$ cat src/rtl/piso_serializer.sv
// Parallel-in serial-out transmitter with a valid/ready load port.
// A word is reloaded on the edge that ends the previous word's last bit, so consecutive words stream with no idle gap.
module piso_serializer #(
  parameter int WIDTH     = 8,
  parameter int MSB_FIRST = 1
) (
  input  logic             clk,
  input  logic             rst,
  input  logic [WIDTH-1:0] din,
  input  logic             load_valid,
  output logic             load_ready,
  output logic             o,
  output logic             o_valid,
  output logic             last
);

  localparam int CW = (WIDTH > 1) ? $clog2(WIDTH) : 1;

  typedef enum logic {
    IDLE  = 1'b0,
    SHIFT = 1'b1
  } state_t;

  state_t           r_state;
  logic [CW-1:0]    r_count;
  logic [WIDTH-1:0] r_shift;
  logic [WIDTH-1:0] w_ordered;
  logic             w_accept;

  // The shift register always sends from its MSB, so LSB-first words are bit-reversed on load.
  always_comb begin
    w_ordered = din;
    if (MSB_FIRST == 0) begin
      for (int i = 0; i < WIDTH; i++) begin
        w_ordered[i] = din[WIDTH-1-i];
      end
    end
  end

  assign load_ready = (r_state == IDLE) || ((r_state == SHIFT) && (r_count == '0));
  assign w_accept   = load_valid && load_ready;

  always_ff @(posedge clk or negedge rst) begin
    if (!rst) begin
      r_state <= IDLE;
      r_count <= '0;
      r_shift <= '0;
      o       <= 1'b0;
      o_valid <= 1'b0;
      last    <= 1'b0;
    end else if (w_accept) begin
      // The first bit goes straight to o, and the remaining bits are kept in r_shift.
      r_state <= SHIFT;
      r_count <= CW'(WIDTH - 1);
      r_shift <= w_ordered << 1;
      o       <= w_ordered[WIDTH-1];
      o_valid <= 1'b1;
      last    <= (WIDTH == 1);
    end else if (r_state == SHIFT && r_count != '0) begin
      r_count <= r_count - 1'b1;
      r_shift <= r_shift << 1;
      o       <= r_shift[WIDTH-1];
      o_valid <= 1'b1;
      last    <= (r_count == CW'(1));
    end else begin
      r_state <= IDLE;
      r_count <= '0;
      o       <= 1'b0;
      o_valid <= 1'b0;
      last    <= 1'b0;
    end
  end

endmodule

$ cat config.mk
export PLATFORM = sky130hd
export DESIGN_NAME = piso_serializer
export DESIGN_NICKNAME = d
export VERILOG_FILES = /design/src/rtl/piso_serializer.sv
export SDC_FILE = /design/constraint.sdc
export NUM_CORES = 1
export LEC_CHECK = 0
export ABC_CLOCK_PERIOD_IN_PS = 3700
export CORE_MARGIN = 2
export CORE_UTILIZATION = 50
export CTS_CLUSTER_SIZE = 25
export DETAILED_ROUTE_END_ITERATION = 8
export PLACE_DENSITY = 0.8
export SYNTH_ARGS = -nofsm -noshare
export SYNTH_HDL_FRONTEND = slang
export SYNTH_SLANG_ARGS = --single-unit
$ cat constraint.sdc
create_clock -name clk -period 3.7 [get_ports clk]
set_input_delay 0.555 -clock clk [delete_from_list [all_inputs] [get_ports clk]]
set_output_delay 0.555 -clock clk [all_outputs]
set_load 0.01 [all_outputs]
==> results of run 1 <==
[worst paths after layout]
kind	startpoint	to	slack, ns	cells after the start
max	r_count[0]	load_ready	1.22	6
min	r_count[2]	last	0.49	1
max reg2reg	r_count[0]	r_shift[3]	2.16	6
min reg2reg	r_count[2]	last	0.49	1
max in group asynchronous	rst	o_valid	2.64	1
min in group asynchronous	rst	r_state	0.66	1
[power breakdown]
part | internal (W) | total, W | switching (W)
sequential | 0.000215 | 0.000242 | 0.0000269
clock | 0.0000377 | 0.0000814 | 0.0000437
combinational | 0.000150 | 0.000263 | 0.000112
total | 0.000403 | 0.000586 | 0.000183
[metal layers]
metal	up-vias	GRT usage (%)	part of all wire, %
li1	193	-	-
met1	181	19.57	46
met2	15	24.60	45
met3	2	5.000	7.9
met4	0	10.00	0.58
met5	-	0	0
[critical path: cells and delay by family (launching register included)]
kind | cells | cell delay (ns)
buffers and inverters | 3 | 0.79
flip-flops | 1 | 0.40
AND/OR/NAND/NOR | 2 | 0.31
adder cells (fa/ha/maj) | 1 | 0.16
[cells in the mapped netlist]
library cell / number
o21ai_0: 1
inv_6: 1
mux2_4: 6
a21oi_1: 4
nand2b_1: 1
nand2_1: 2
nor3b_1: 1
clkbuf_1: 1
buf_4: 1
mux2i_1: 2
mux2_2: 3
and2_1: 1
inv_1: 5
nor2_1: 1
ha_1: 3
mux2_1: 2
dfrtp_1: 14
xnor2_1: 1
[cell families after synthesis]
| group | share of synthesized area, % |
|---|---|
| compound gates | 3.802 |
| buf+inv | 5.894 |
| simple gates | 4.754 |
| flops | 53.23 |
| mux | 25.29 |
| fa+ha+maj | 5.704 |
| xor+xnor | 1.331 |
[placed cells by master (no fill, tap or decap), drive strengths merged]
cell type,n
a21oi,4
and2,1
clkbuf,3
clkdlybuf4s50,14
dfrtp,14
ha,3
inv,6
mux2,11
mux2i,2
nand2,2
nand2b,1
nor2,1
nor3b,1
o21ai,1
xnor2,1
[registers in the layout, indices dropped and copies added (netlist names)]
signal / flops
r_state: 1
r_count: 3
o_valid: 1
r_shift: 7
o: 1
last: 1
[area by class of cell]
type / instances / area (sq um) / share of cell area, %
inverters: 6 / 27.53 / 3.323
repair buffers: 14 / 140.1 / 16.92
well taps: 15 / 18.77 / 2.266
multi-input cells: 28 / 269.0 / 32.48
flip-flops and latches: 14 / 350.3 / 42.30
clock buffers: 3 / 22.52 / 2.719
[metrics by stage]
stage / setup slack (ns) / instance area (sq um) / instances / hold WS [ns]
after floorplan: 2.112 / 658.1 / 50 / 0.2594
after global placement: 1.579 / 805.8 / 77 / 0.4675
after detailed placement: 1.522 / 805.8 / 77 / 0.4765
after CTS: 1.214 / 828.3 / 80 / 0.4909
after global routing: 1.127 / 828.3 / 80 / 0.5212
final: 1.223 / 828.3 / 80 / 0.4889
==> impl_results.md, run 1 <==
- Outcome: finished clean
- Slew headroom: 58.76%
- H-tree Lvls: 1
- Clock skew: 0.002925 ns
- Residual DRC count: 0
- Post-Synthesis Cells: 50
- Num ports: 15
- Max_cap viols: 0
- Synth cell types: 18
- LEAKAGE: 0.3800 nW
- Die W: 40.28 um
- Max VDD drop: 0.3706 mV
- FMAX: 403.6 MHz
- Number of global-route vias before repair: 402
- Post-synth top area share: 53.23%
- Filler cells: 105
- Via density: 4.888
- Area Growth Syn to Fin: 25.86%
- CP max stage delay: 0.55 ns
- Routed vias: 391
- Tmin final: 2.477 ns
- Hold Vio Cnt, Final: 0
- Initial antenna violation count: 0
- Setup Fix Bufs, Post-CTS: 0
- Final wirelength: 1040 um
- Core footprint: 1269 sq um
- Port buffer count: 14
- Arrival @ worst endpoint: 1.92 ns
- Num CTS Buffers: 3
- Ranking of synthesized cells by area: dfrtp_1, mux2_4, ha_1, mux2_2, mux2_1
- DR WL/cell: 13.00 um
- CTS Buffer Depth: 2
- Setup TNS: 0 ns
- Setup violations, final: 0
- Fin nets: 81
- Grt ovf: 0
- Die Height: 40.28 um
- CTS Hold Bufs: 0
- Cell row count: 13
- Unrepaired setup endpoints after global routing: no
- Sequential area share after synthesis: 53.23%
- Netlist Area Pre-Place: 658.1 sq um
- Die area: 1622 sq um
- CP Capture Type: output pin
- GPL Wtd Cong: 0.6844
- Post-layout util: 65.29%
- Required @ worst endpoint: 3.14 ns
- Crit-path slowest cell: clkdlybuf4s50_1
- CP Max Fanout: 9
- Largest net degree at the start of global routing: 15
- CP Launch Type: register
- Initial DRC Count: 3
- Final Max Slew Viols: 0
- Flops & latches, synth: 14
- Antenna Cells: 0
- Drt pass-1 iters: 4
- Mean post-synth cell area: 13.16 sq um
- Global-route wire length before repair: 1635 um
- CTS resizes: 0
- DP HPWL: 739.2 um
- Share of layout cells above drive strength 1: 20.00%
- Root Driver: clkbuf_4
- PnR Total Power: 0.0005858 W
- Syn_nets: 64
- Pwr dens: 707.2 nW/um^2
- Clk Latency, worst-skew pair: 0.27 ns
- Measured slew at the worst slew-check pin: 0.6166 ns
- Yosys top cell by area: dfrtp_1
- CTS tree: done
- Critical path class: register to output pin
- CTS clk-pin slew, worst paths: 0.08 ns
- Crit path cell chain: inv_1 > ha_1 > nand2b_1 > and2_1 > inv_6 > clkdlybuf4s50_1
- Synth warn: 0
- Final Cycle Share: 66.96%
- GRT Overall Usage: 16.06%
- Sink Count: 14
- Hold/Removal Path Class: register to register
- ANT nets after route: 0
- Starting density of the core: 51.87%
Note: power is estimated with default switching activity, not from simulation.
==> run 2: changes to the inputs <==
==> config.mk (replaced) <==
export PLATFORM = sky130hd
export DESIGN_NAME = piso_serializer
export DESIGN_NICKNAME = d
export VERILOG_FILES = /design/src/rtl/piso_serializer.sv
export SDC_FILE = /design/constraint.sdc
export NUM_CORES = 1
export LEC_CHECK = 0
export ABC_CLOCK_PERIOD_IN_PS = 2100
export CORE_MARGIN = 2
export CORE_UTILIZATION = 42
export CTS_CLUSTER_SIZE = 25
export DETAILED_ROUTE_END_ITERATION = 8
export PLACE_DENSITY = 0.71
export SYNTH_ARGS = -nofsm -noshare
export SYNTH_HDL_FRONTEND = slang
export SYNTH_SLANG_ARGS = --single-unit
==> constraint.sdc (replaced) <==
create_clock -name clk -period 2.1 [get_ports clk]
set_input_delay 0.315 -clock clk [delete_from_list [all_inputs] [get_ports clk]]
set_output_delay 0.315 -clock clk [all_outputs]
set_load 0.01 [all_outputs]
==> impl_results.md, run 2 (same netlist as run 1, synthesis figures left out) <==
- Outcome: finished clean
- Hold/Removal Path Class: primary input to asynchronous set/reset pin
- Port buffer count: 14
- CTS clk-pin slew, worst paths: 0.08 ns
- Layout Cells excl Fill: 84
- Die area: 1900 sq um
- Filler cells: 130
- Required @ worst endpoint: 1.78 ns
- ANT nets after route: 0
- Die W: 43.59 um
- Max VDD drop: 0.6013 mV
- CP Max Fanout: 5
- Die Height: 43.59 um
- Placed Cells: 79
- Routed vias: 411
- PnR Total Power: 0.001113 W
- Initial antenna violation count: 0
- Cell row count: 14
- Final Cycle Share: 81.70%
- Psw: 0.0003344 W
- Residual DRC count: 0
- Reg power frac: 38.3%
- Measured slew at the worst slew-check pin: 0.6264 ns
- Max reg flops: 7
- Post-layout util: 57.98%
- Clock skew: 0.004856 ns
- Antenna Cells: 0
- Core footprint: 1489 sq um
- Switching part of the total: 30.04%
- CP Launch Type: register
- Clock share of power: 17.1%
- GPL Wtd Cong: 0.7055
- Grt ovf: 0
- Pwr dens: 1289 nW/um^2
- Num CTS Buffers: 3
- DR WL/cell: 12.60 um
- Root Driver: clkbuf_4
- H-tree Lvls: 1
- Number of global-route vias before repair: 435
- Final Max Slew Viols: 0
- Most flop-heavy register: r_shift
- Power Internal: 0.0007788 W
- Arrival @ worst endpoint: 1.40 ns
- Tmin final: 1.716 ns
- Comb power frac: 44.5%
- Unrepaired setup endpoints after global routing: no
- Clk Latency, worst-skew pair: 0.28 ns
- Share of layout cells above drive strength 1: 25.00%
- WHS: 0.4209 ns
- Largest net degree at the start of global routing: 15
- CTS Buffer Depth: 2
- Initial DRC Count: 0
- Most frequent cells in the layout: dfrtp_1, clkdlybuf4s50_1, mux2_4
- GRT Overall Usage: 12.36%
- Drt pass-1 iters: 1
- Num ports: 15
- Area Growth Syn to Fin: 31.18%
- Fin nets: 83
- Via density: 4.893
- Starting density of the core: 44.20%
- Critical path class: register to output pin
- Hold Vio Cnt, Final: 0
- CP Capture Type: output pin
- DP HPWL: 762.7 um
- CTS tree: done
- LEAKAGE: 0.4157 nW
- Regs by FF count: r_shift: 7 flops, r_count: 3 flops
- FMAX: 582.9 MHz
- Slew headroom: 58.11%
- Global-route wire length before repair: 1773 um
- Final wirelength: 1058 um
- Commonest non-fill, non-tap cell in the layout: dfrtp_1
- Max_cap viols: 0
- Sink Count: 14
- Setup TNS: 0 ns
- Setup violations, final: 0
==> run 2: cell count changes in the layout (fill, tap and decap cells not counted), sizes merged <==
cell,change
buf,+2
clkdlybuf4s50,-1
clkbuf,+1
dlymetal6s2s,+1
==> run 2: cell type report <==
cell class	count	area, sq um	area share (%)
flip-flops and latches	14	350.3	40.58
multi-input cells	28	271.5	31.45
repair buffers	16	157.7	18.26
clock buffers	4	36.28	4.203
inverters	6	27.53	3.188
well taps	16	20.02	2.319
==> run 2: final timing paths <==
path / depth (start not counted) / slack [ns] / to / start
max: 6 / 0.38 / load_ready / r_count[0]
min: 1 / 0.42 / r_state / rst
max reg2reg: 7 / 0.53 / r_shift[7] / r_count[0]
min reg2reg: 1 / 0.48 / r_count[0] / r_count[0]
max in group asynchronous: 1 / 1.27 / o_valid / rst
min in group clk: 1 / 0.48 / r_count[0] / r_count[0]
==> run 2: timing repair <==
| action | CTS | global route |
|---|---|---|
| endpoints found under the setup margin | 1 | 1 |
| hold buffers | 0 | 0 |
| resized for setup | 2 | 1 |
| pin swaps | 0 | 0 |
| buffers inserted | 0 | 1 |
==> run 2: power by group through the flow <==
| stage | clock network [W] | logic [W] | registers, W |
|---|---|---|---|
| 2_1_floorplan | 0 | 0.000338 | 0.000431 |
| 3_3_place_gp | 0 | 0.000464 | 0.000432 |
| 3_5_place_dp | 0 | 0.000482 | 0.000435 |
| 4_1_cts | 0.000197 | 0.000494 | 0.000429 |
| 5_1_grt | 0.000209 | 0.000545 | 0.000442 |
| 6_report | 0.000191 | 0.000496 | 0.000427 |
==> run 2: critical path: stages (launching register included) <==
cell and delay [ns]:
dfrtp_1 0.38, inv_1 0.08, ha_1 0.20, nand2b_1 0.09, and2_4 0.20, inv_6 0.03, dlymetal6s2s_1 0.16
==> run 2: metal layers <==
layer / up-vias / share of wire [%] / GRT usage [%]
li1: 199 / - / -
met1: 199 / 43 / 15.12
met2: 11 / 50 / 20.88
met3: 2 / 5.1 / 1.250
met4: 0 / 1.1 / 7.273
met5: - / 0 / 0
==> run 2: metrics by stage <==
step | setup WS (ns) | instance area, sq um
after floorplan | 0.6463 | 658.1
after global placement | 0.2614 | 814.5
after detailed placement | 0.2222 | 814.5
after CTS | 0.004921 | 853.3
after global routing | 0.3083 | 863.3
final | 0.3844 | 863.3
==> run 3: changes to the inputs <==
==> config.mk (replaced) <==
export PLATFORM = sky130hd
export DESIGN_NAME = piso_serializer
export DESIGN_NICKNAME = d
export VERILOG_FILES = /design/src/rtl/piso_serializer.sv
export SDC_FILE = /design/constraint.sdc
export NUM_CORES = 1
export LEC_CHECK = 0
export ABC_CLOCK_PERIOD_IN_PS = 1600
export CORE_MARGIN = 2
export CORE_UTILIZATION = 47
export CTS_CLUSTER_SIZE = 25
export DETAILED_ROUTE_END_ITERATION = 8
export PLACE_DENSITY = 0.76
export SYNTH_ARGS = -nofsm -noshare
export SYNTH_HDL_FRONTEND = slang
export SYNTH_SLANG_ARGS = --single-unit
==> constraint.sdc (replaced) <==
create_clock -name clk -period 1.6 [get_ports clk]
set_input_delay 0.24 -clock clk [delete_from_list [all_inputs] [get_ports clk]]
set_output_delay 0.24 -clock clk [all_outputs]
set_load 0.01 [all_outputs]
==> impl_results.md, run 3 (same netlist as run 1, synthesis figures left out) <==
- ANT nets after route: 0
- Area Growth Syn to Fin: 40.87%
- FMAX: 651.0 MHz
- Regs by FF count: r_shift: 7 flops, r_count: 3 flops
- Worst R2R Path Depth: 8
- GRT Overall Usage: 17.60%
- Post-layout util: 71.25%
- Hold/Removal Path Class: primary input to asynchronous set/reset pin
- Clock skew: 0.002695 ns
- Die W: 41.42 um
- Global-route wire length before repair: 2283 um
- Die area: 1716 sq um
- Initial antenna violation count: 0
- Most frequent cells in the layout: dfrtp_1, clkdlybuf4s50_1, buf_4
- FF-to-FF setup slack: 0.10 ns
- Starting density of the core: 50.58%
- Most flop-heavy register: r_shift
- Cell row count: 13
- Routed vias: 448
- Final Cycle Share: 96.00%
- Initial DRC Count: 2
- Filler cells: 100
- CP Launch Type: register
- Switching part of the total: 30.96%
- Max reg flops: 7
- CP Capture Type: output pin
- Largest net degree at the start of global routing: 15
- Measured slew at the worst slew-check pin: 0.3289 ns
- Tmin final: 1.536 ns
- CTS Buffer Depth: 2
- Psw: 0.0004747 W
- Worst r2r src: r_count[0]
- H-tree Lvls: 1
- Outcome: finished clean
- Comb power frac: 51.1%
- Commonest non-fill, non-tap cell in the layout: dfrtp_1
- Unrepaired setup endpoints after global routing: no
- Arrival @ worst endpoint: 1.30 ns
- DR WL/cell: 13.59 um
- Worst Setup SP: r_count[0]
- Max VDD drop: 0.8617 mV
- Setup violations, final: 0
- Slew headroom: 78.00%
- Port buffer count: 14
- Share of layout cells above drive strength 1: 38.46%
- Required @ worst endpoint: 1.36 ns
- Max_cap viols: 0
- GPL Wtd Cong: 0.7339
- Drt pass-1 iters: 3
- Core footprint: 1301 sq um
- CP Max Fanout: 2
- Sink Count: 14
- Antenna Cells: 0
- Root Driver: clkbuf_4
- R2R Path End: r_count[0]
- Fin nets: 94
- Final Max Slew Viols: 0
- Number of global-route vias before repair: 512
- Clock share of power: 12.5%
- DP HPWL: 932.1 um
- Die Height: 41.42 um
- Num CTS Buffers: 3
- LEAKAGE: 0.4442 nW
- CTS clk-pin slew, worst paths: 0.08 ns
- Setup TNS: 0 ns
- Pwr dens: 1654 nW/um^2
- Residual DRC count: 0
- Final wirelength: 1264 um
- Reg power frac: 36.4%
- Hold Vio Cnt, Final: 0
- Critical path class: register to output pin
- Clk Latency, worst-skew pair: 0.27 ns
- Via density: 4.817
- Power Internal: 0.001059 W
- Num ports: 15
- Grt ovf: 0
- CTS tree: done
[run 3: how the worst max path moves through the flow]
stage | endpoint
after global placement | r_shift[4]
after floorplan | r_shift[2]
after global routing | load_ready
final | load_ready
after detailed placement | load_ready
after CTS | r_count[0]
[run 3: layout make-up]
cell class / instances / area (sq um) / share of cell area (%)
Clock buffer: 3 / 22.52 / 2.429
Tap cell: 15 / 18.77 / 2.024
Sequential cell: 14 / 350.3 / 37.79
Timing Repair Buffer: 27 / 232.7 / 25.10
Multi-Input combinational cell: 28 / 275.3 / 29.69
Inverter: 6 / 27.53 / 2.969
[run 3: repair_timing]
item / in CTS / in global routing
buffers inserted: 3 / 0
endpoints found under the setup margin: 1 / 6
gates cloned: 0 / 0
hold buffers: 0 / 0
gates resized for setup: 5 / 2
pin swaps: 1 / 0
[run 3: power groups by stage]
stage	Combinational, W	Clock [W]	Sequential, W
final	0.000783	0.000191	0.000559
after global routing	0.000854	0.000218	0.000573
after CTS	0.000782	0.000196	0.000556
after detailed placement	0.000748	0	0.000563
after global placement	0.000717	0	0.000554
after floorplan	0.000443	0	0.000566
[run 3: worst max-delay path, stage by stage, from the launching register on]
cell and delay (ns):
dfrtp_1 0.36, inv_2 0.04, ha_1 0.19, nand2b_1 0.10, and2_4 0.18, inv_6 0.03
buf_2 0.13
[run 3: metal layers]
layer | vias up | GRT usage, % | wire, um
li1 | 221 | - | -
met4 | 0 | 5.806 | 18
met1 | 212 | 21.14 | 520
met2 | 12 | 30.00 | 658
met3 | 3 | 5.217 | 67
met5 | - | 0 | 0
[run 3: metrics by stage]
| stage | total power (W) | hold slack, ns | std cells | setup slack (ns) | cell area [sq um] |
|---|---|---|---|---|---|
| finish | 0.001533 | 0.2630 | 93 | 0.06398 | 927.1 |
| global route | 0.001644 | 0.2710 | 93 | 0.007809 | 927.1 |
| CTS | 0.001534 | 0.2676 | 93 | 0.003889 | 923.4 |
| detailed placement | 0.001312 | 0.4925 | 87 | -0.09558 | 880.8 |
| global placement | 0.001271 | 0.4850 | 87 | -0.06080 | 880.8 |
| floorplan | 0.001009 | -0.05559 | 50 | 0.1463 | 658.1 |
